==> config.mk <==
export PLATFORM = sky130hd
export DESIGN_NAME = mem_stage_sram
export DESIGN_NICKNAME = d
export VERILOG_FILES = /design/src/rtl/mem_stage_sram_pkg.sv /design/src/rtl/mem_stage_sram_sram_ctrl.sv /design/src/rtl/mem_stage_sram.sv
export SDC_FILE = /design/constraint.sdc
export NUM_CORES = 1
export LEC_CHECK = 0
export BUFFER_PORTS_ARGS = -buffer_cell sky130_fd_sc_hd__clkbuf_2
export CORE_MARGIN = 5
export CORE_UTILIZATION = 50
export CTS_BUF_LIST = sky130_fd_sc_hd__clkbuf_16
export DETAILED_ROUTE_END_ITERATION = 7
export GPL_ROUTABILITY_DRIVEN = 0
export PLACE_DENSITY = 0.8
export SLEW_MARGIN = 20
export SYNTH_ARGS = -nofsm -noshare
export SYNTH_HDL_FRONTEND = slang
export SYNTH_SLANG_ARGS = --single-unit
==> constraint.sdc <==
create_clock -name clk -period 3.3 [get_ports clk]
set_clock_uncertainty 0.05 [all_clocks]
set_input_delay 0.165 -clock clk [delete_from_list [all_inputs] [get_ports clk]]
set_output_delay 0.165 -clock clk [all_outputs]
set_load 0.01 [all_outputs]
==> src/rtl/mem_stage_sram_pkg.sv <==
// Shared types and default constants for the MEM stage and its SRAM controller.
package mem_stage_sram_pkg;

    localparam int unsigned BASE_ADDR_DEF   = 1024;
    localparam int unsigned WAIT_CYCLES_DEF = 2;
    localparam int unsigned SRAM_AW_DEF     = 18;

    // Access sequencer: idle, low halfword, high halfword, completion
    typedef enum logic [1:0] {
        StIdle,
        StLo,
        StHi,
        StDone
    } sram_state_e;

endpackage

==> src/rtl/mem_stage_sram_sram_ctrl.sv <==
// SRAM access sequencer: splits a 32-bit access into two halfword phases with fixed
// wait states, drives registered SRAM pins, assembles load data and produces ready.
// Optional macro MEM_ADDR_CHECK_EN: bad addresses skip the SRAM phases and flag mem_err_o.
module sram_ctrl
    import mem_stage_sram_pkg::*;
#(
    parameter int unsigned WAIT_CYCLES = WAIT_CYCLES_DEF,
    parameter int unsigned SRAM_AW     = SRAM_AW_DEF
) (
    input  logic               clk_i,
    input  logic               rst_ni,
    input  logic               rd_req_i,
    input  logic               wr_req_i,
    input  logic [SRAM_AW-2:0] word_addr_i,
    input  logic [31:0]        wr_data_i,
`ifdef MEM_ADDR_CHECK_EN
    input  logic               addr_err_i,
    output logic               mem_err_o,
`endif
    output logic               ready_o,
    output logic [31:0]        rd_data_o,
    output logic [SRAM_AW-1:0] sram_addr_o,
    output logic [15:0]        sram_dq_o,
    input  logic [15:0]        sram_dq_i,
    output logic               sram_dq_oe_o,
    output logic               sram_we_n_o
);

    localparam int unsigned CntW = (WAIT_CYCLES > 0) ? $clog2(WAIT_CYCLES + 1) : 1;
    localparam logic [CntW-1:0] CntLast = CntW'(WAIT_CYCLES);

    sram_state_e        state_q, state_d;
    logic [CntW-1:0]    cnt_q, cnt_d;
    logic [31:0]        rdata_q;
    logic [SRAM_AW-1:0] addr_d;
    logic [15:0]        dq_d;
    logic               oe_d, we_n_d;
    logic               req, is_load, last;

    assign req     = rd_req_i | wr_req_i;
    // A store wins when both enables are set
    assign is_load = rd_req_i & ~wr_req_i;
    assign last    = (cnt_q == CntLast);

    // Next-state, phase counter and ready decode
    always_comb begin
        state_d = state_q;
        cnt_d   = cnt_q;
        ready_o = 1'b0;
        unique case (state_q)
            StIdle: begin
                ready_o = ~req;
                if (req) begin
                    cnt_d   = '0;
                    state_d = StLo;
`ifdef MEM_ADDR_CHECK_EN
                    if (addr_err_i) begin
                        state_d = StDone;
                    end
`endif
                end
            end
            StLo: begin
                if (last) begin
                    cnt_d   = '0;
                    state_d = StHi;
                end else begin
                    cnt_d = cnt_q + 1'b1;
                end
            end
            StHi: begin
                if (last) begin
                    cnt_d   = '0;
                    state_d = StDone;
                end else begin
                    cnt_d = cnt_q + 1'b1;
                end
            end
            StDone: begin
                ready_o = 1'b1;
                state_d = StIdle;
            end
            default: state_d = StIdle;
        endcase
    end

    // SRAM pin values for the coming cycle, derived from the next state so pins track phases
    always_comb begin
        addr_d = '0;
        dq_d   = '0;
        oe_d   = 1'b0;
        we_n_d = 1'b1;
        if (state_d == StLo || state_d == StHi) begin
            addr_d = {word_addr_i, (state_d == StHi)};
            if (wr_req_i) begin
                dq_d   = (state_d == StHi) ? wr_data_i[31:16] : wr_data_i[15:0];
                oe_d   = 1'b1;
                we_n_d = 1'b0;
            end
        end
    end

    // State, counter and registered SRAM pins
    always_ff @(posedge clk_i or negedge rst_ni) begin
        if (!rst_ni) begin
            state_q      <= StIdle;
            cnt_q        <= '0;
            sram_addr_o  <= '0;
            sram_dq_o    <= '0;
            sram_dq_oe_o <= 1'b0;
            sram_we_n_o  <= 1'b1;
        end else begin
            state_q      <= state_d;
            cnt_q        <= cnt_d;
            sram_addr_o  <= addr_d;
            sram_dq_o    <= dq_d;
            sram_dq_oe_o <= oe_d;
            sram_we_n_o  <= we_n_d;
        end
    end

    // Load data assembly: sample each half on the last cycle of its phase
    always_ff @(posedge clk_i or negedge rst_ni) begin
        if (!rst_ni) begin
            rdata_q <= '0;
        end else if (is_load) begin
            if (state_q == StLo && last) begin
                rdata_q[15:0] <= sram_dq_i;
            end else if (state_q == StHi && last) begin
                rdata_q[31:16] <= sram_dq_i;
            end
`ifdef MEM_ADDR_CHECK_EN
            else if (state_q == StIdle && addr_err_i) begin
                rdata_q <= '0;
            end
`endif
        end
    end

`ifdef MEM_ADDR_CHECK_EN
    logic err_q;

    // Error flag is high only in the DONE cycle of a rejected access
    always_ff @(posedge clk_i or negedge rst_ni) begin
        if (!rst_ni) begin
            err_q <= 1'b0;
        end else begin
            err_q <= (state_q == StIdle) && req && addr_err_i;
        end
    end

    assign mem_err_o = err_q;
`endif

    assign rd_data_o = rdata_q;

endmodule

==> src/rtl/mem_stage_sram.sv <==
// MEM stage: address translation, SRAM access via sram_ctrl, and the MEM/WB register.
// Optional macro MEM_ADDR_CHECK_EN adds the mem_err output and address validation.
module mem_stage_sram
    import mem_stage_sram_pkg::*;
#(
    parameter int unsigned BASE_ADDR   = BASE_ADDR_DEF,
    parameter int unsigned WAIT_CYCLES = WAIT_CYCLES_DEF,
    parameter int unsigned SRAM_AW     = SRAM_AW_DEF
) (
    input  logic               clk,
    input  logic               rst,
    input  logic               WB_EN_IN,
    input  logic               MEM_R_EN_IN,
    input  logic               MEM_W_EN_IN,
    input  logic [31:0]        ALU_result_IN,
    input  logic [31:0]        ST_val_IN,
    input  logic [3:0]         Dest_IN,
    output logic               ready,
    output logic               WB_EN,
    output logic               MEM_R_EN,
    output logic [31:0]        ALU_result,
    output logic [31:0]        Mem_read_value,
    output logic [3:0]         Dest,
`ifdef MEM_ADDR_CHECK_EN
    output logic               mem_err,
`endif
    output logic [SRAM_AW-1:0] SRAM_ADDR,
    output logic [15:0]        SRAM_DQ_O,
    input  logic [15:0]        SRAM_DQ_I,
    output logic               SRAM_DQ_OE,
    output logic               SRAM_WE_N
);

    logic [31:0]        addr_off;
    logic [SRAM_AW-2:0] word_addr;
    logic [31:0]        rd_data;
    logic               unused_addr_bits;

    // Byte offset from the SRAM base, reduced to a word index
    assign addr_off         = ALU_result_IN - BASE_ADDR;
    assign word_addr        = addr_off[SRAM_AW:2];
    assign unused_addr_bits = ^{addr_off[31:SRAM_AW+1], addr_off[1:0]};

`ifdef MEM_ADDR_CHECK_EN
    logic addr_err;
    assign addr_err = (ALU_result_IN < BASE_ADDR) || (ALU_result_IN[1:0] != 2'b00);
`endif

    sram_ctrl #(
        .WAIT_CYCLES (WAIT_CYCLES),
        .SRAM_AW     (SRAM_AW)
    ) u_ctrl (
        .clk_i        (clk),
        .rst_ni       (rst),
        .rd_req_i     (MEM_R_EN_IN),
        .wr_req_i     (MEM_W_EN_IN),
        .word_addr_i  (word_addr),
        .wr_data_i    (ST_val_IN),
`ifdef MEM_ADDR_CHECK_EN
        .addr_err_i   (addr_err),
        .mem_err_o    (mem_err),
`endif
        .ready_o      (ready),
        .rd_data_o    (rd_data),
        .sram_addr_o  (SRAM_ADDR),
        .sram_dq_o    (SRAM_DQ_O),
        .sram_dq_i    (SRAM_DQ_I),
        .sram_dq_oe_o (SRAM_DQ_OE),
        .sram_we_n_o  (SRAM_WE_N)
    );

    // MEM/WB register: capture when the stage advances, insert a bubble while stalled
    always_ff @(posedge clk or negedge rst) begin
        if (!rst) begin
            WB_EN          <= 1'b0;
            MEM_R_EN       <= 1'b0;
            ALU_result     <= '0;
            Mem_read_value <= '0;
            Dest           <= '0;
        end else if (ready) begin
            WB_EN          <= WB_EN_IN;
            MEM_R_EN       <= MEM_R_EN_IN;
            ALU_result     <= ALU_result_IN;
            Mem_read_value <= rd_data;
            Dest           <= Dest_IN;
        end else begin
            WB_EN <= 1'b0;
        end
    end

endmodule

==> results.yml, run 1 <==
die:
  core_um2: 10800
  die-area_um2: 13200
  io_pins: 196
  die-height_um: 115
  row_count: 38
  dieWidth_um: 115
  initial_core_util_pct: 50.9
clocking:
  post-cts-setup-buffers: 0
  cts.path.max_buffers: 2
  cts_max_level: 4
  cts_sinks: 142
  tritoncts.num_buffers: 17
  cts_tree: "yes"
  cts_root_buf: "clkbuf_16"
  clkLatencyLatePin_ps: 410
  clk_pin_slew_ps: 60
synth:
  ys_ff_latch: 142
  yosys_warnings: 0
  ys_seq_area_share_pct: 64.4
  synthCells: 361
  syn_area_per_cell_um2: 15.3
  syn_area_um2: 5520
  syn-num-nets: 457
  synth_cell_types: 30
grt:
  grt_pass1_wl_um: 22100
  grt_max_degree: 74
  antenna_found_initial: 1
  overflow: 0
  grtUsageTotal_pct: 21.6
  grt_pass1_vias: 4512
run_status:
  run_status: "finished clean"
route:
  ant_nets: 0
  drtIter0Drc: 174
  routed_wl_um: 13600
  vias: 4000
  dr.pass1.iters: 4
  drc_errors: 0
  avgRoutedWirePerCell_um: 17.1
  vias_per_cell: 5.01
critical_path:
  critPathBufInv: 3
  crit_path_max_incr_delay_ps: 590
  crit_fanout: 17
  critPathTopFamily: "buffers and inverters"
  critPathRequiredTime_ps: 3510
  worstSetupEndpointType: "register"
  setup.worst_path.start_class: "register"
  slowest_stage: "dlygate4sd3_1"
  critical_path_class: "reg2reg"
  critical_path.cell_chain: "inv_1 > ha_1 > nor2_1 > a21oi_1 > a2bb2oi_1 > ha_1 > buf_4 > mux2i_1 > dlygate4sd3_1 > nor2_1"
  critPathArrivalTime_ps: 3200
run:
  maxCapViolCount: 0
power:
  peakVddDrop_mv: 0.502
  switchingPower_uw: 2150
  leakage_uw: 0.00405
  combPwrFrac_pct: 33.2
  p_per_area_nw_per_um2: 849
  seqPwrFrac_pct: 40.3
  clkPwrFrac_pct: 26.4
  p_int_uw: 4610
  swShare_pct: 31.8
sta:
  setup_viol_count_final: 0
  tightestPinTransition_ps: 675
  setup_tns_ps: 0
  max-slew-margin-rel_pct: 55.0
  fmax_mhz: 335
  hold_violations: 0
  fin_crit_ps: 2990
  rsz0062_at_grt: "no"
  timing.final.max_slew_violations: 0
  post-route-period-util_pct: 90.5
finish:
  finalNetCount: 740
  mostFrequentLayoutCell: "clkbuf_2"
  area_growth_syn_to_layout_pct: 44.3
  drive_gt1_share_pct: 51.0
  utilization_pct: 73.4
  final_cell_mix: "194 x clkbuf_2, 141 x dfrtp_1, 101 x mux2_2"
placed_design:
  io_buffers: 195
  hpwl_um: 8490
hold_path:
  hold_path_class: "in2reg"
## final cells by class
| cell class | instances | area [um^2] |
|---|---|---|
| clock inverter | 15 | 130 |
| clock buffer | 17 | 425 |
| tap | 140 | 175 |
| antenna | 2 | 5.00 |
| multi-input combinational | 196 | 1820 |
| timing repair buffer | 278 | 1810 |
| sequential | 142 | 3550 |
| inverter | 9 | 33.8 |
| fill | 688 | 2880 |
## Yosys cell counts, drive strengths merged
cell     count  area share [%]
a21oi        8            0.73
a2bb2oi      1            0.16
and2b        2            0.27
buf         12             1.9
clkbuf       2            0.14
dfrtp      141              64
dfstp        1            0.48
ha           7             1.6
inv          9            0.61
mux2       101              21
mux2i       16             2.9
nand2b       4            0.45
nand3        1            0.18
nand4b       1            0.27
nor2        23             1.6
nor2b        8            0.91
nor3b        1            0.23
o21ai        7            0.70
o31a         1            0.16
o31ai        3            0.41
o41ai        2            0.32
or3          5            0.57
or3b         1            0.16
or4          2            0.34
or4b         1            0.25
xor2         1            0.16
## flip-flops by register name, summed over array words and instances (netlist names)
name,cells
u_ctrl.sram_dq_oe_o,1
u_ctrl.rd_data_o,32
Mem_read_value,32
u_ctrl.sram_dq_o,16
Dest,4
WB_EN,1
u_ctrl.sram_addr_o,18
u_ctrl.state_q,2
u_ctrl.cnt_q,2
MEM_R_EN,1
ALU_result,32
u_ctrl.sram_we_n_o,1
## final timing paths
check | start | to | slack, ps | cells past startpoint
worst max-delay path | u_ctrl.state_q[0] | u_ctrl.sram_dq_o[2] | 310 | 10
worst min-delay path | ST_val_IN[12] | u_ctrl.sram_dq_o[12] | 20 | 3
worst max register to register | u_ctrl.state_q[0] | u_ctrl.sram_dq_o[2] | 310 | 10
worst min register to register | u_ctrl.rd_data_o[23] | u_ctrl.rd_data_o[23] | 450 | 1
max in group asynchronous | rst | u_ctrl.sram_we_n_o | 2060 | 3
min in group asynchronous | rst | ALU_result[25] | 280 | 2
## metal layers
| metal | GRT usage (%) | part of all wire, % | vias up |
|---|---|---|---|
| met5 | 0 | 0 | - |
| met4 | 10.3 | 3.3 | 0 |
| met3 | 6.42 | 7.0 | 39 |
| met2 | 38.2 | 53 | 161 |
| met1 | 23.7 | 37 | 1969 |
| li1 | - | - | 1831 |
## power by group through the flow
stage	clock network [uW]	logic, uW	registers, uW
after floorplan	0	1020	2960
after global placement	0	2060	2690
after detailed placement	0	2150	2740
after CTS	1820	2250	2720
after global routing	1900	2450	2800
final	1790	2250	2730
## worst reg2reg max path, cell delays in order, from the launching register on
cell           delay (ps)
dfrtp_1               430
inv_1                 130
ha_1                  260
nor2_1                 80
a21oi_1               150
a2bb2oi_1             310
ha_1                  220
buf_4                 290
mux2i_1               290
dlygate4sd3_1         590
nor2_1                 50
## metrics by stage
stage / std cells / cell area, um^2 / setup slack [ps] / hold slack, ps / power, uW
finish: 799 / 7960 / 314 / 16.7 / 6760
global route: 798 / 7960 / 170 / 8.34 / 7150
CTS: 797 / 7960 / 487 / 2.50 / 6800
detailed placement: 687 / 6620 / 717 / 165 / 4890
global placement: 687 / 6620 / 889 / 151 / 4760
floorplan: 361 / 5520 / 1050 / -181 / 3980
## repair_timing
item,4_1_cts,5_1_grt
endpoints found under the hold margin,162,0
resized for setup,0,0
hold buffers,78,0
## logic make-up after synthesis
kind of cell,after synthesis,synth area share [%]
and+or+nand+nor,49,5.19
xor gates and xnor gates,1,0.159
AOI/OAI and AO/OA,22,2.47
muxes,117,23.5
DFF,142,64.4
adders and majority gates,7,1.59
buffers and inverters,23,2.68
Power figures use the tool's default switching activity.
==> run 2: changes to the inputs <==
--- a/config.mk
+++ b/config.mk
@@ -7,11 +7,10 @@
 export LEC_CHECK = 0
 export BUFFER_PORTS_ARGS = -buffer_cell sky130_fd_sc_hd__clkbuf_2
 export CORE_MARGIN = 5
-export CORE_UTILIZATION = 50
+export CORE_UTILIZATION = 30
 export CTS_BUF_LIST = sky130_fd_sc_hd__clkbuf_16
 export DETAILED_ROUTE_END_ITERATION = 7
 export GPL_ROUTABILITY_DRIVEN = 0
-export PLACE_DENSITY = 0.8
 export SLEW_MARGIN = 20
 export SYNTH_ARGS = -nofsm -noshare
 export SYNTH_HDL_FRONTEND = slang
==> constraint.sdc (replaced) <==
create_clock -name clk -period 3.1 [get_ports clk]
set_clock_uncertainty 0.05 [all_clocks]
set_input_delay 0.155 -clock clk [delete_from_list [all_inputs] [get_ports clk]]
set_output_delay 0.155 -clock clk [all_outputs]
set_load 0.01 [all_outputs]
==> results.yml, run 2 (synthesis results as in run 1) <==
clocking:
  cts_sinks: 142
  cts_max_level: 4
  post-cts-setup-buffers: 0
  cts.path.max_buffers: 2
  cts_root_buf: "clkbuf_16"
  clk_pin_slew_ps: 60
  clkLatencyLatePin_ps: 410
  tritoncts.num_buffers: 17
  cts_tree: "yes"
critical_path:
  slowest_stage: "dlygate4sd3_1"
  critical_path_class: "reg2reg"
  worstSetupEndpointType: "register"
  critPathBufInv: 3
  critPathRequiredTime_ps: 3320
  critical_path.cell_chain: "inv_1 > ha_1 > nor2_1 > a21oi_1 > a2bb2oi_1 > ha_1 > buf_4 > mux2i_1 > dlygate4sd3_1 > nor2_1"
  crit_path_max_incr_delay_ps: 570
  path_depth: 10
  critPathTopFamily: "buffers and inverters"
  critPathArrivalTime_ps: 3000
  reg2reg_depth: 10
  crit_fanout: 17
  setup.worst_path.start_class: "register"
grt:
  overflow: 0
  antenna_found_initial: 1
  grtUsageTotal_pct: 13.2
  grt_max_degree: 77
  grt_pass1_vias: 4455
  grt_pass1_wl_um: 23100
sta:
  tightestPinTransition_ps: 689
  setup_tns_ps: 0
  timing.final.max_slew_violations: 0
  rsz0062_at_grt: "no"
  fin_crit_ps: 2780
  setup_viol_count_final: 0
  max-slew-margin-rel_pct: 54.1
  hold_violations: 0
  post-route-period-util_pct: 89.8
  fmax_mhz: 359
power:
  p_per_area_nw_per_um2: 910
  total_power_uw: 7490
  leakage_uw: 0.00412
  peakVddDrop_mv: 0.398
placed_design:
  io_buffers: 195
  hpwl_um: 9060
hold_path:
  hold_path_class: "in2reg"
  whs_path_depth: 3
die:
  io_pins: 196
  die-area_um2: 21200
  initial_core_util_pct: 30.6
  dieWidth_um: 146
  die-height_um: 146
  row_count: 49
  core_um2: 18000
run_status:
  run_status: "finished clean"
route:
  routed_wl_um: 13300
  ant_nets: 0
  vias_per_cell: 4.46
  drc_errors: 0
  vias: 3977
  avgRoutedWirePerCell_um: 14.9
  drtIter0Drc: 111
  dr.pass1.iters: 4
finish:
  utilization_pct: 45.6
  num_antenna_cells: 0
  mostFrequentLayoutCell: "clkbuf_2"
  finalNetCount: 746
  drive_gt1_share_pct: 51.3
  final_cell_mix: "194 x clkbuf_2, 141 x dfrtp_1, 101 x mux2_2"
  fillers: 1629
  area_growth_syn_to_layout_pct: 49.1
run:
  maxCapViolCount: 0
-- run 2: power breakdown --
part | total (uW) | internal [uW] | switching (uW) | leakage (uW)
clock network | 2220 | 1430 | 791 | 0.000311
registers | 2890 | 2570 | 324 | 0.00181
logic | 2380 | 1200 | 1180 | 0.00200
total | 7490 | 5190 | 2300 | 0.00412
-- run 2: what timing repair did --
action	CTS	global route
endpoints found under the hold margin	170	0
setup endpoints to repair	0	0
hold buffers	84	0
gates resized for setup	0	0
-- run 2: path summary, 6_finish.rpt --
check / start / to / slack [ps]
setup reg to reg: u_ctrl.state_q[1] / u_ctrl.sram_dq_o[15] / 320
hold / removal: ALU_result_IN[14] / u_ctrl.sram_addr_o[13] / 30
hold reg to reg: u_ctrl.rd_data_o[22] / Mem_read_value[22] / 450
setup / recovery: u_ctrl.state_q[1] / u_ctrl.sram_dq_o[15] / 320
max in group asynchronous: rst / ALU_result[10] / 1920
min in group asynchronous: rst / Mem_read_value[23] / 290
-- run 2: worst reg2reg max path, delay by kind of cell (launching register included) --
family | cells | cell delay, ps
buffers and inverters | 3 | 1000
multiplexers | 1 | 250
AO/OA/AOI/OAI | 2 | 380
flip-flops | 1 | 410
AND/OR/NAND/NOR | 2 | 100
adder cells (fa/ha/maj) | 2 | 450
-- run 2: area by class of cell --
class                      count  area, um^2  area share, %
inverter                       9        33.8          0.411
clock buffer                  17         425           5.17
clock inverter                15         218           2.65
tap                          229         287           3.48
sequential                   142        3550           43.2
timing repair buffer         284        1890           22.9
multi-input combinational    196        1820           22.2
-- run 2: metrics by stage --
step                      worst slack [ps]  instance area, um^2  hold slack, ps  instances
after floorplan                        848                 5520            -191        361
after detailed placement               733                 6740             179        776
final                                  317                 8230            26.0        892
after global routing                   127                 8230            20.0        892
after global placement                 891                 6740             166        776
after CTS                              343                 8230           0.417        892
-- run 2: routing by layer --
layer / vias to the layer above / part of all wire [%] / global-route usage, %
met5: - / 0.098 / 0
met4: 2 / 1.7 / 4.15
met3: 20 / 6.7 / 4.95
met2: 130 / 51 / 22.4
met1: 1974 / 41 / 15.7
li1: 1851 / - / -
==> run 3: changes to the inputs <==
--- a/config.mk
+++ b/config.mk
@@ -11,6 +11,7 @@
 export CTS_BUF_LIST = sky130_fd_sc_hd__clkbuf_16
 export DETAILED_ROUTE_END_ITERATION = 7
 export GPL_ROUTABILITY_DRIVEN = 0
+export HOLD_SLACK_MARGIN = 0.06
 export SLEW_MARGIN = 20
 export SYNTH_ARGS = -nofsm -noshare
 export SYNTH_HDL_FRONTEND = slang
==> constraint.sdc (replaced) <==
create_clock -name clk -period 3.25 [get_ports clk]
set_clock_uncertainty 0.05 [all_clocks]
set_input_delay 0.1625 -clock clk [delete_from_list [all_inputs] [get_ports clk]]
set_output_delay 0.1625 -clock clk [all_outputs]
set_load 0.01 [all_outputs]
==> results.yml, run 3 (synthesis results as in run 1) <==
die:
  die-area_um2: 21200
  core_um2: 18000
  dieWidth_um: 146
  io_pins: 196
  initial_core_util_pct: 30.6
  row_count: 49
  die-height_um: 146
grt:
  grtUsageTotal_pct: 13.1
  grt_pass1_vias: 4460
  grt_pass1_wl_um: 23000
  grt_max_degree: 74
  overflow: 0
  antenna_found_initial: 0
critical_path:
  critPathRequiredTime_ps: 3450
  critical_path.cell_chain: "inv_1 > ha_1 > nor2_1 > a21oi_1 > a2bb2oi_1 > ha_2 > buf_4 > mux2i_1 > dlygate4sd3_1 > nor2_1"
  reg2reg_depth: 10
  cpMostUsedCell: "nor2_1"
  critPathArrivalTime_ps: 3170
  critical_path_class: "reg2reg"
  critPathBufInv: 3
  setup.worst_path.start_class: "register"
  critPathTopFamily: "buffers and inverters"
  crit_path_max_incr_delay_ps: 570
  worstSetupEndpointType: "register"
  slowest_stage: "dlygate4sd3_1"
  crit_fanout: 9
  path_depth: 10
route:
  dr.pass1.iters: 4
  avgRoutedWirePerCell_um: 14.9
  drc_errors: 0
  drtIter0Drc: 121
  vias_per_cell: 4.40
  ant_nets: 0
  routed_wl_um: 13300
  vias: 3935
run:
  maxCapViolCount: 0
finish:
  mostFrequentLayoutCell: "clkbuf_2"
  num_antenna_cells: 0
  drive_gt1_share_pct: 51.1
  finalNetCount: 748
  final_cell_mix: "194 x clkbuf_2, 141 x dfrtp_1, 101 x mux2_2"
  area_growth_syn_to_layout_pct: 48.0
sta:
  setup_slack_ps: 283
  setup_tns_ps: 0
  max-slew-margin-rel_pct: 54.2
  setup_viol_count_final: 0
  tightestPinTransition_ps: 684
  fmax_mhz: 337
  fin_crit_ps: 2970
  rsz0062_at_grt: "no"
  hold_violations: 0
  post-route-period-util_pct: 91.3
  timing.final.max_slew_violations: 0
  whs_ps: 76.4
clocking:
  cts_sinks: 142
  cts_root_buf: "clkbuf_16"
  clkLatencyLatePin_ps: 410
  cts_max_level: 4
  cts_tree: "yes"
  tritoncts.num_buffers: 17
  post-cts-setup-buffers: 0
  clk_pin_slew_ps: 60
  cts.path.max_buffers: 2
power:
  p_int_uw: 4660
  leakage_uw: 0.00409
  switchingPower_uw: 2220
  p_per_area_nw_per_um2: 843
  combPwrFrac_pct: 33.2
  clkPwrFrac_pct: 26.8
  total_power_uw: 6880
  peakVddDrop_mv: 0.372
  swShare_pct: 32.3
  seqPwrFrac_pct: 40.0
placed_design:
  hpwl_um: 9200
  io_buffers: 195
  post-place-ws_ps: 719
hold_path:
  hold_path_class: "in2reg"
  whs_path_depth: 2
run_status:
  run_status: "finished clean"
[run 3: worst register-to-register path: stages (launching register included)]
cell	delay, ps
dfrtp_1	410
inv_1	140
ha_1	260
nor2_1	60
a21oi_1	130
a2bb2oi_1	250
ha_2	410
buf_4	260
mux2i_1	220
dlygate4sd3_1	570
nor2_1	50
[run 3: cell type report]
type / instances / area, um^2
clock buffer: 17 / 425
clock inverter: 15 / 138
fill: 1644 / 9850
inverter: 9 / 33.8
multi-input combinational: 196 / 1830
sequential: 142 / 3550
tap: 229 / 287
timing repair buffer: 286 / 1910
[run 3: routing by layer]
layer	global-route usage, %	wire length [um]	up-vias
met1	16.1	5730	1957
met5	0	0	-
met2	22.0	6630	128
met3	4.83	829	8
li1	-	-	1842
met4	2.85	113	0
[run 3: what timing repair did]
action	CTS	global route
resized for setup	0	1
hold endpoints to repair	173	0
hold buffers	86	0
endpoints found under the setup margin	0	6
[run 3: power groups by stage]
stage | Sequential [uW] | Clock (uW) | Combinational, uW
after floorplan | 3000 | 0 | 1040
after global placement | 2750 | 0 | 2140
after detailed placement | 2790 | 0 | 2210
after CTS | 2760 | 1900 | 2330
after global routing | 2840 | 1990 | 2510
final | 2750 | 1850 | 2290
[run 3: stage by stage]
step / area [um^2] / utilization (%) / instances
detailed placement: 6740 / 37.4 / 776
CTS: 8170 / 45.3 / 894
floorplan: 5520 / - / 361
global route: 8170 / 45.3 / 894
global placement: 6740 / 37.4 / 776
finish: 8170 / 45.3 / 894
[run 3: path summary, 6_finish.rpt]
path	from	endpoint	slack, ps
hold reg to reg	u_ctrl.rd_data_o[3]	Mem_read_value[3]	450
hold / removal	MEM_R_EN_IN	MEM_R_EN	80
setup / recovery	u_ctrl.state_q[1]	u_ctrl.sram_dq_o[4]	280
min in group asynchronous	rst	Mem_read_value[23]	280
setup reg to reg	u_ctrl.state_q[1]	u_ctrl.sram_dq_o[4]	280
max in group asynchronous	rst	ALU_result[11]	2050
